### src/rtl/alu_issue_pkg.sv
// Shared definitions for the ALU issue controller: opcodes, FSM encoding,
// instruction field layout and default widths.
package alu_issue_pkg;

  localparam int DEF_DATA_W = 4;
  localparam int DEF_ADDR_W = 2;

  // Instruction layout: {op[8:6], dst[5:4], src1[3:2], src2[1:0]}
  localparam int INSTR_W  = 9;
  localparam int OP_W     = 3;
  localparam int OP_LSB   = 6;
  localparam int DST_LSB  = 4;
  localparam int SRC1_LSB = 2;
  localparam int SRC2_LSB = 0;

  localparam logic [OP_W-1:0] OP_SUB = 3'b000;
  localparam logic [OP_W-1:0] OP_ADD = 3'b001;
  localparam logic [OP_W-1:0] OP_OR  = 3'b010;
  localparam logic [OP_W-1:0] OP_AND = 3'b011;
  localparam logic [OP_W-1:0] OP_SRA = 3'b100;
  localparam logic [OP_W-1:0] OP_ROL = 3'b101;
  localparam logic [OP_W-1:0] OP_LT  = 3'b110;
  localparam logic [OP_W-1:0] OP_EQ  = 3'b111;

  typedef enum logic [1:0] {
    S_IDLE = 2'd0,
    S_EXEC = 2'd1,
    S_WB   = 2'd2
  } state_t;

endpackage

### src/rtl/reg_file_4x4.sv
// Small register file: two combinational read ports, one synchronous write
// port, synchronous clear to zero.
module reg_file_4x4
  import alu_issue_pkg::*;
#(
  parameter int DATA_W = DEF_DATA_W,
  parameter int ADDR_W = DEF_ADDR_W
) (
  input  logic              clk,
  input  logic              rst,
  input  logic              i_we,
  input  logic [ADDR_W-1:0] i_waddr,
  input  logic [DATA_W-1:0] i_wdata,
  input  logic [ADDR_W-1:0] i_raddr_a,
  output logic [DATA_W-1:0] o_rdata_a,
  input  logic [ADDR_W-1:0] i_raddr_b,
  output logic [DATA_W-1:0] o_rdata_b
);

  localparam int REG_N = 1 << ADDR_W;

  logic [DATA_W-1:0] r_mem [REG_N];

  always_ff @(posedge clk) begin
    if (rst) begin
      for (int i = 0; i < REG_N; i++) begin
        r_mem[i] <= '0;
      end
    end else if (i_we) begin
      r_mem[i_waddr] <= i_wdata;
    end
  end

  assign o_rdata_a = r_mem[i_raddr_a];
  assign o_rdata_b = r_mem[i_raddr_b];

endmodule

### src/rtl/alu_issue_ctrl.sv
// Issue/writeback sequencer for an external 4-bit ALU: accepts one
// instruction every three cycles, drives operands, writes the result back.
module alu_issue_ctrl
  import alu_issue_pkg::*;
#(
  parameter int DATA_W = DEF_DATA_W,
  parameter int REG_N  = 4
) (
  input  logic               clk,
  input  logic               rst,
  input  logic               instr_valid,
  output logic               instr_ready,
  input  logic [INSTR_W-1:0] instr,
  input  logic               host_we,
  input  logic [1:0]         host_addr,
  input  logic [DATA_W-1:0]  host_data,
  output logic [DATA_W-1:0]  exe_rs,
  output logic [DATA_W-1:0]  exe_rt,
  output logic [OP_W-1:0]    exe_sel,
  input  logic [DATA_W-1:0]  exe_rd,
  output logic               done,
  output logic [DATA_W-1:0]  result
);

  localparam int ADDR_W = $clog2(REG_N);

  state_t              r_state;
  logic [OP_W-1:0]     r_op;
  logic [ADDR_W-1:0]   r_dst;
  logic [DATA_W-1:0]   r_rs;
  logic [DATA_W-1:0]   r_rt;
  logic [DATA_W-1:0]   r_result;
  logic                r_done;

  logic                w_accept;
  logic [ADDR_W-1:0]   w_src1;
  logic [ADDR_W-1:0]   w_src2;
  logic [DATA_W-1:0]   w_rdata_a;
  logic [DATA_W-1:0]   w_rdata_b;
  logic                w_rf_we;
  logic [ADDR_W-1:0]   w_rf_waddr;
  logic [DATA_W-1:0]   w_rf_wdata;
  logic                w_in_wb;

  assign w_src1   = instr[SRC1_LSB +: ADDR_W];
  assign w_src2   = instr[SRC2_LSB +: ADDR_W];
  assign w_in_wb  = (r_state == S_WB);

  // Host writes win IDLE; writeback owns the port in WB, so they never collide.
  assign instr_ready = (r_state == S_IDLE) && !host_we;
  assign w_accept    = instr_valid && instr_ready;

  assign w_rf_we    = w_in_wb || ((r_state == S_IDLE) && host_we);
  assign w_rf_waddr = w_in_wb ? r_dst    : host_addr[ADDR_W-1:0];
  assign w_rf_wdata = w_in_wb ? r_result : host_data;

  reg_file_4x4 #(
    .DATA_W (DATA_W),
    .ADDR_W (ADDR_W)
  ) u_rf (
    .clk       (clk),
    .rst       (rst),
    .i_we      (w_rf_we),
    .i_waddr   (w_rf_waddr),
    .i_wdata   (w_rf_wdata),
    .i_raddr_a (w_src1),
    .o_rdata_a (w_rdata_a),
    .i_raddr_b (w_src2),
    .o_rdata_b (w_rdata_b)
  );

  always_ff @(posedge clk) begin
    if (rst) begin
      r_state  <= S_IDLE;
      r_op     <= '0;
      r_dst    <= '0;
      r_rs     <= '0;
      r_rt     <= '0;
      r_result <= '0;
      r_done   <= 1'b0;
    end else begin
      case (r_state)
        S_IDLE: begin
          r_done <= 1'b0;
          if (w_accept) begin
            r_op    <= instr[OP_LSB +: OP_W];
            r_dst   <= instr[DST_LSB +: ADDR_W];
            r_rs    <= w_rdata_a;
            r_rt    <= w_rdata_b;
            r_state <= S_EXEC;
          end
        end
        S_EXEC: begin
          r_result <= exe_rd;
          r_done   <= 1'b1;
          r_state  <= S_WB;
        end
        S_WB: begin
          r_done  <= 1'b0;
          r_state <= S_IDLE;
        end
        default: begin
          r_done  <= 1'b0;
          r_state <= S_IDLE;
        end
      endcase
    end
  end

  assign exe_rs  = r_rs;
  assign exe_rt  = r_rt;
  assign exe_sel = r_op;
  assign done    = r_done;
  assign result  = r_result;

endmodule

### config.mk
export PLATFORM = sky130hd
export DESIGN_NAME = alu_issue_ctrl
export DESIGN_NICKNAME = d
export VERILOG_FILES = /design/src/rtl/alu_issue_pkg.sv /design/src/rtl/reg_file_4x4.sv /design/src/rtl/alu_issue_ctrl.sv
export SDC_FILE = /design/constraint.sdc
export NUM_CORES = 1
export LEC_CHECK = 0
export CAP_MARGIN = 30
export CORE_UTILIZATION = 27
export DETAILED_ROUTE_END_ITERATION = 12
export PLACE_DENSITY = 0.5
export SLEW_MARGIN = 20
export SYNTH_ARGS = -nofsm -noshare
export SYNTH_HDL_FRONTEND = slang
export SYNTH_SLANG_ARGS = --single-unit
### constraint.sdc
create_clock -name clk -period 5 [get_ports clk]
set_clock_uncertainty 0.2 [all_clocks]
set_input_delay 0.75 -clock clk [delete_from_list [all_inputs] [get_ports clk]]
set_output_delay 0.75 -clock clk [all_outputs]
set_load 0.01 [all_outputs]
## Word level (Yosys, flattened, before mapping)

Memories as Yosys holds them, arrays and structs flattened. A register that Yosys moved wholly into a read port is not among the register bits.
Index checks and enable logic that the tools add are counted.

| cells by class | value |
|---|---|
| $add $sub $neg | 0 |
| $mul | 0 |
| div/mod/pow operators | 0 |
| $lt $le $gt $ge | 0 |
| equality and inequality tests | 3 |
| shift-type cells | 0 |
| muxes and demuxes | 13 |
| bitwise gates (word level) | 0 |
| reductions and logical operators | 8 |

Operators with widths:

| cell | count |
|---|---|
| two-way mux 4 bit | 2 |
| two-way mux 1 bit | 7 |
| two-way mux 2 bit | 3 |
| case mux 2 bit (2 select lines) | 1 |
| OR reduction 4 bit | 1 |
| logical AND 1 bit | 3 |
| equality test 2 x 1 -> 1 bit (second input constant) | 1 |
| equality test 2 bit (second input constant) | 1 |
| logical NOT 2 bit | 1 |
| inequality test 2 bit (second input constant) | 1 |
| AND reduction 2 bit | 1 |
| logical NOT 1 bit | 1 |
| logical OR 1 bit | 1 |

| word-level totals | value |
|---|---|
| bits in registers | 12 |
| bits in latches | 0 |
| bits in writable memories | 16 |
| ROM bits | 0 |
| bits of input ports | 23 |
| output and inout port bits | 17 |
| logic and storage cells | 30 |
| memories | 1 |

Memories:

| memory | depth | bits a word | rd ports | clocked after memory_dff | write ports | RTL line | text |
|---|---|---|---|---|---|---|---|
| u_rf.r_mem | 4 | 4 | 2 | 2 | 4 | reg_file_4x4.sv:22 | `logic [DATA_W-1:0] r_mem [REG_N];` |

## Logic depth before layout (Yosys ltp)

| depth | value |
|---|---|
| depth in word-level cells | 8 |
| mapped depth | 6 |
| gate-level depth less buffers | 3 |

## By module

Synthesis repeated with hierarchy kept, for this count alone.

| unflattened totals | value |
|---|---|
| cell total of the unflattened synthesis | 140 |
| area, all modules | 1667.8 µm² |

By module, submodules not included:

| module | instances | cells each | area each (µm²) |
|---|---|---|---|
| reg_file_4x4 | 1 | 50 | 879.6 |
| alu_issue_ctrl | 1 | 90 | 788.3 |

## Worst setup path before layout

Ideal clock, no wire load.

| timing path | value |
|---|---|
| path type | input-to-reg |
| start point | input port host_addr[0] |
| end point | memory u_rf.r_mem[2][0] (netlist name) (enable) |
| library setup time | 361 ps |
| data arrival time | 1495 ps |
| required time | 4439 ps |
| slack | 2943 ps |
| stages on the path | 3 |
| path through | nor3b_1 o21ai_1 o21ai_0 |

RTL lines:

| what | RTL line | text |
|---|---|---|
| start, declared | alu_issue_ctrl.sv:15 | `input logic [1:0] host_addr,` |
| end, declared | reg_file_4x4.sv:22 |  |

## Worst setup path after layout

| timing path | value |
|---|---|
| start point | input port host_we |
| end point | output port instr_ready |

| on the way | value |
|---|---|
| longest elaborated chain between the ends | 2 |

RTL lines:

| what | RTL line | text |
|---|---|---|
| start, declared | alu_issue_ctrl.sv:14 | `input logic host_we,` |
| logical NOT 1 bit | alu_issue_ctrl.sv:50 | `assign instr_ready = (r_state == S_IDLE) && !host_we;` |
| logical AND 1 bit | alu_issue_ctrl.sv:50 |  |
| end, declared | alu_issue_ctrl.sv:12 | `output logic instr_ready,` |

Every way passes these cells.

==> flow_metrics.env <==
export IMPL_cts_made_buffers=5
export IMPL_ys_types=26
export IMPL_layout_drive_gt1_share_pct=9.730
export IMPL_yosysSeqAreaShare_pct=54.32
export IMPL_placed_wire_length_estimate_after_detailed_placement_mm=2.847
export IMPL_report_final_slew_viol_count=0
export IMPL_placed_cells=249
export IMPL_cts_htree_levels=2
export IMPL_cts_resized_gates=0
export IMPL_synthDominantAreaCellType="sky130_fd_sc_hd__edfxtp_1"
export IMPL_worstPathBufferInverterCount=2
export IMPL_slowest_delay_ns=0.56
export IMPL_grt_pass1_wl_mm=5.816
export IMPL_post_cts_setup_buffer_count=0
export IMPL_area_growth_pct=33.80
export IMPL_post_layout_instance_count_excluding_filler_cells=257
export IMPL_top_library_cells_by_usage_in_the_layout_fill_and_taps_aside="sky130_fd_sc_hd__clkdlybuf4s50_1 (39), sky130_fd_sc_hd__nand2_1 (26), sky130_fd_sc_hd__dfxtp_1 (20)"
export IMPL_grt_start_max_net_pins=21
export IMPL_cells_after_synthesis=146
export IMPL_cts_hold_repair_buffers=0
export IMPL_cap_violations=0
export IMPL_worst_path_max_fanout=7
export IMPL_worst_setup_path_end_kind="output port"
export IMPL_run_status="finished, final reports clean"
export IMPL_crit_slowest_cell="sky130_fd_sc_hd__clkdlybuf4s50_1"
export IMPL_die_area_um2=6319
export IMPL_worst_ep_required_time_ns=4.05
export IMPL_ctsRootBufferMaster="sky130_fd_sc_hd__clkbuf_8"
export IMPL_post_drt_via_cell_ratio=4.833
export IMPL_synth_avg_cell_area_um2=11.11
export IMPL_grtUsageTotal_pct=12.22
export IMPL_routed_wire_length_per_instance_um=13.90
export IMPL_slew_headroom_pct=46.96
export IMPL_antenna_diode_count=0
export IMPL_most_common_cell_after_layout_fill_and_taps_aside="sky130_fd_sc_hd__clkdlybuf4s50_1"
export IMPL_cts_sink_cnt=36
export IMPL_num_vias=1242
export IMPL_floorplan_die_height_um=79.50
export IMPL_die_w_um=79.50
export IMPL_final_period_minus_worst_setup_slack_ns=2.937
export IMPL_grt_pass1_vias=1258
export IMPL_p_leak_nw=0.7700
export IMPL_synth_area_um2=1622
export IMPL_post_synth_main_area_contributors="sky130_fd_sc_hd__edfxtp_1 (30%), sky130_fd_sc_hd__dfxtp_1 (25%), sky130_fd_sc_hd__mux4_2 (11%)"
export IMPL_min_delay_path_class="reg2reg"
export IMPL_cts_reportedPaths_clkPinSlew_ns=0.07
export IMPL_cp_start_kind="input port"
export IMPL_start_util_pct=28.74
export IMPL_crit_top_cell="sky130_fd_sc_hd__clkdlybuf4s50_1"
export IMPL_yosysTopAreaCellShare_pct=29.63
export IMPL_cp_top_family="buffers and inverters"
export IMPL_worstSkewPairLatency_ns=0.28
export IMPL_finalNetCount=207
export IMPL_setup_worst_path_class="in2out"
export IMPL_postSynthRegisterBits=36
export IMPL_num_rows=27
export IMPL_route_antenna_remaining_nets=0
export IMPL_place_port_buffers=39
export IMPL_arrival_ns=1.99
export IMPL_antenna_found_initial=0
export IMPL_critical_path_cell_chain="clkdlybuf4s50_1 -> nor3_1 -> clkdlybuf4s50_1"
export IMPL_worst_slew_pin_slew_ns=0.7889
export IMPL_hold_violations=0
export IMPL_tns_ns=0
export IMPL_route_final_wire_length_mm=3.573
export IMPL_setup_viol=0
export IMPL_remaining_drc_errors=0
export IMPL_synth_nets=169
export IMPL_grt_setup_unrepaired="no"
export IMPL_power_ir_vdd_worst_mv=0.1319
export IMPL_final_period_utilization_pct=58.73
export IMPL_clock_tree_from_tritoncts="built"
export IMPL_routabilityCongestion=0.8329
export IMPL_aggregate_global_routing_overflow=0
export IMPL_max_clock_path_buffers=2
export IMPL_top_level_ports=40
export IMPL_fmaxAchievable_mhz=340.5
export IMPL_core_um2=5642
export IMPL_detailedRoute_firstPassIterationCount=4
export IMPL_drt_iter0_drc=56
export IMPL_power_density_nw_per_um2=311.1
export IMPL_ys_warnings_count=0
[metal layers]
metal / vias up / GRT usage [%] / wire [um]
met4: 0 / 5.455 / 84
met2: 56 / 21.54 / 1811
met1: 576 / 13.69 / 1460
met5: - / 0 / 0
li1: 600 / - / -
met3: 10 / 3.200 / 217
[Yosys cell counts (all sizes together)]
| master | n |
|---|---|
| a21oi | 14 |
| a31oi | 1 |
| and2 | 2 |
| and3b | 1 |
| buf | 7 |
| clkbuf | 2 |
| dfxtp | 20 |
| edfxtp | 16 |
| inv | 2 |
| mux2 | 1 |
| mux2i | 9 |
| mux4 | 8 |
| nand2 | 26 |
| nand2b | 1 |
| nor2 | 11 |
| nor2b | 2 |
| nor3 | 13 |
| nor3b | 1 |
| nor4b | 1 |
| nor4bb | 1 |
| o21ai | 4 |
| o31ai | 2 |
| or4b | 1 |
[report_power, final]
part | internal (mW) | switching (mW)
clock network | 0.160 | 0.0973
logic | 0.0464 | 0.0374
registers | 0.323 | 0.0103
[worst min-delay path: stages (launching register included)]
cell                      delay (ns)
sky130_fd_sc_hd__dfxtp_1        0.31
sky130_fd_sc_hd__nand2_1        0.05
sky130_fd_sc_hd__a21oi_1        0.05
[per-stage QoR]
stage / instance area [um2] / utilization, % / power, mW / setup WS, ns / hold WS (ns)
6_report: 2170 / 38.46 / 0.6750 / 2.063 / 0.2555
2_1_floorplan: 1622 / - / 0.3818 / 2.943 / 0.2579
5_1_grt: 2170 / 38.46 / 0.7055 / 1.969 / 0.2788
4_1_cts: 2170 / 38.46 / 0.6848 / 2.048 / 0.2600
3_3_place_gp: 2048 / 36.31 / 0.4217 / 1.962 / 0.2429
3_5_place_dp: 2053 / 36.39 / 0.4242 / 1.856 / 0.2499
[layout make-up]
class / instances / area [um2]
timing repair buffer: 40 / 395.4
sequential: 36 / 880.8
tap: 72 / 90.09
multi-input combinational: 99 / 679.4
clock buffer: 6 / 82.58
inverter: 2 / 7.507
clock inverter: 2 / 33.78
fill: 563 / 3472
[cell families after synthesis]
group | count (synthesis) | share of synthesized area, %
AO/OA/AOI/OAI | 21 | 6.867
buffers and inverters | 11 | 3.781
flip-flops | 36 | 54.32
multiplexers | 18 | 17.36
AND/OR/NAND/NOR | 60 | 17.67
[state kept, by name, summed over array words and instances, names as in the netlist]
register	count
exe_rt	4
exe_sel	3
exe_rs	4
done	1
r_state	2
u_rf.r_mem	16
result	4
r_dst	2
[final timing paths]
path / cells after the start / to / slack [ns] / start
worst max-delay path: 3 / instr_ready / 2.06 / host_we
worst min-delay path: 2 / exe_rt[0] / 0.26 / exe_rt[0]
worst max register to register: 3 / u_rf.r_mem[3][2] / 2.58 / r_state[1]
worst min register to register: 2 / exe_rt[0] / 0.26 / exe_rt[0]
No activity file was read; power rests on OpenSTA's default activity.
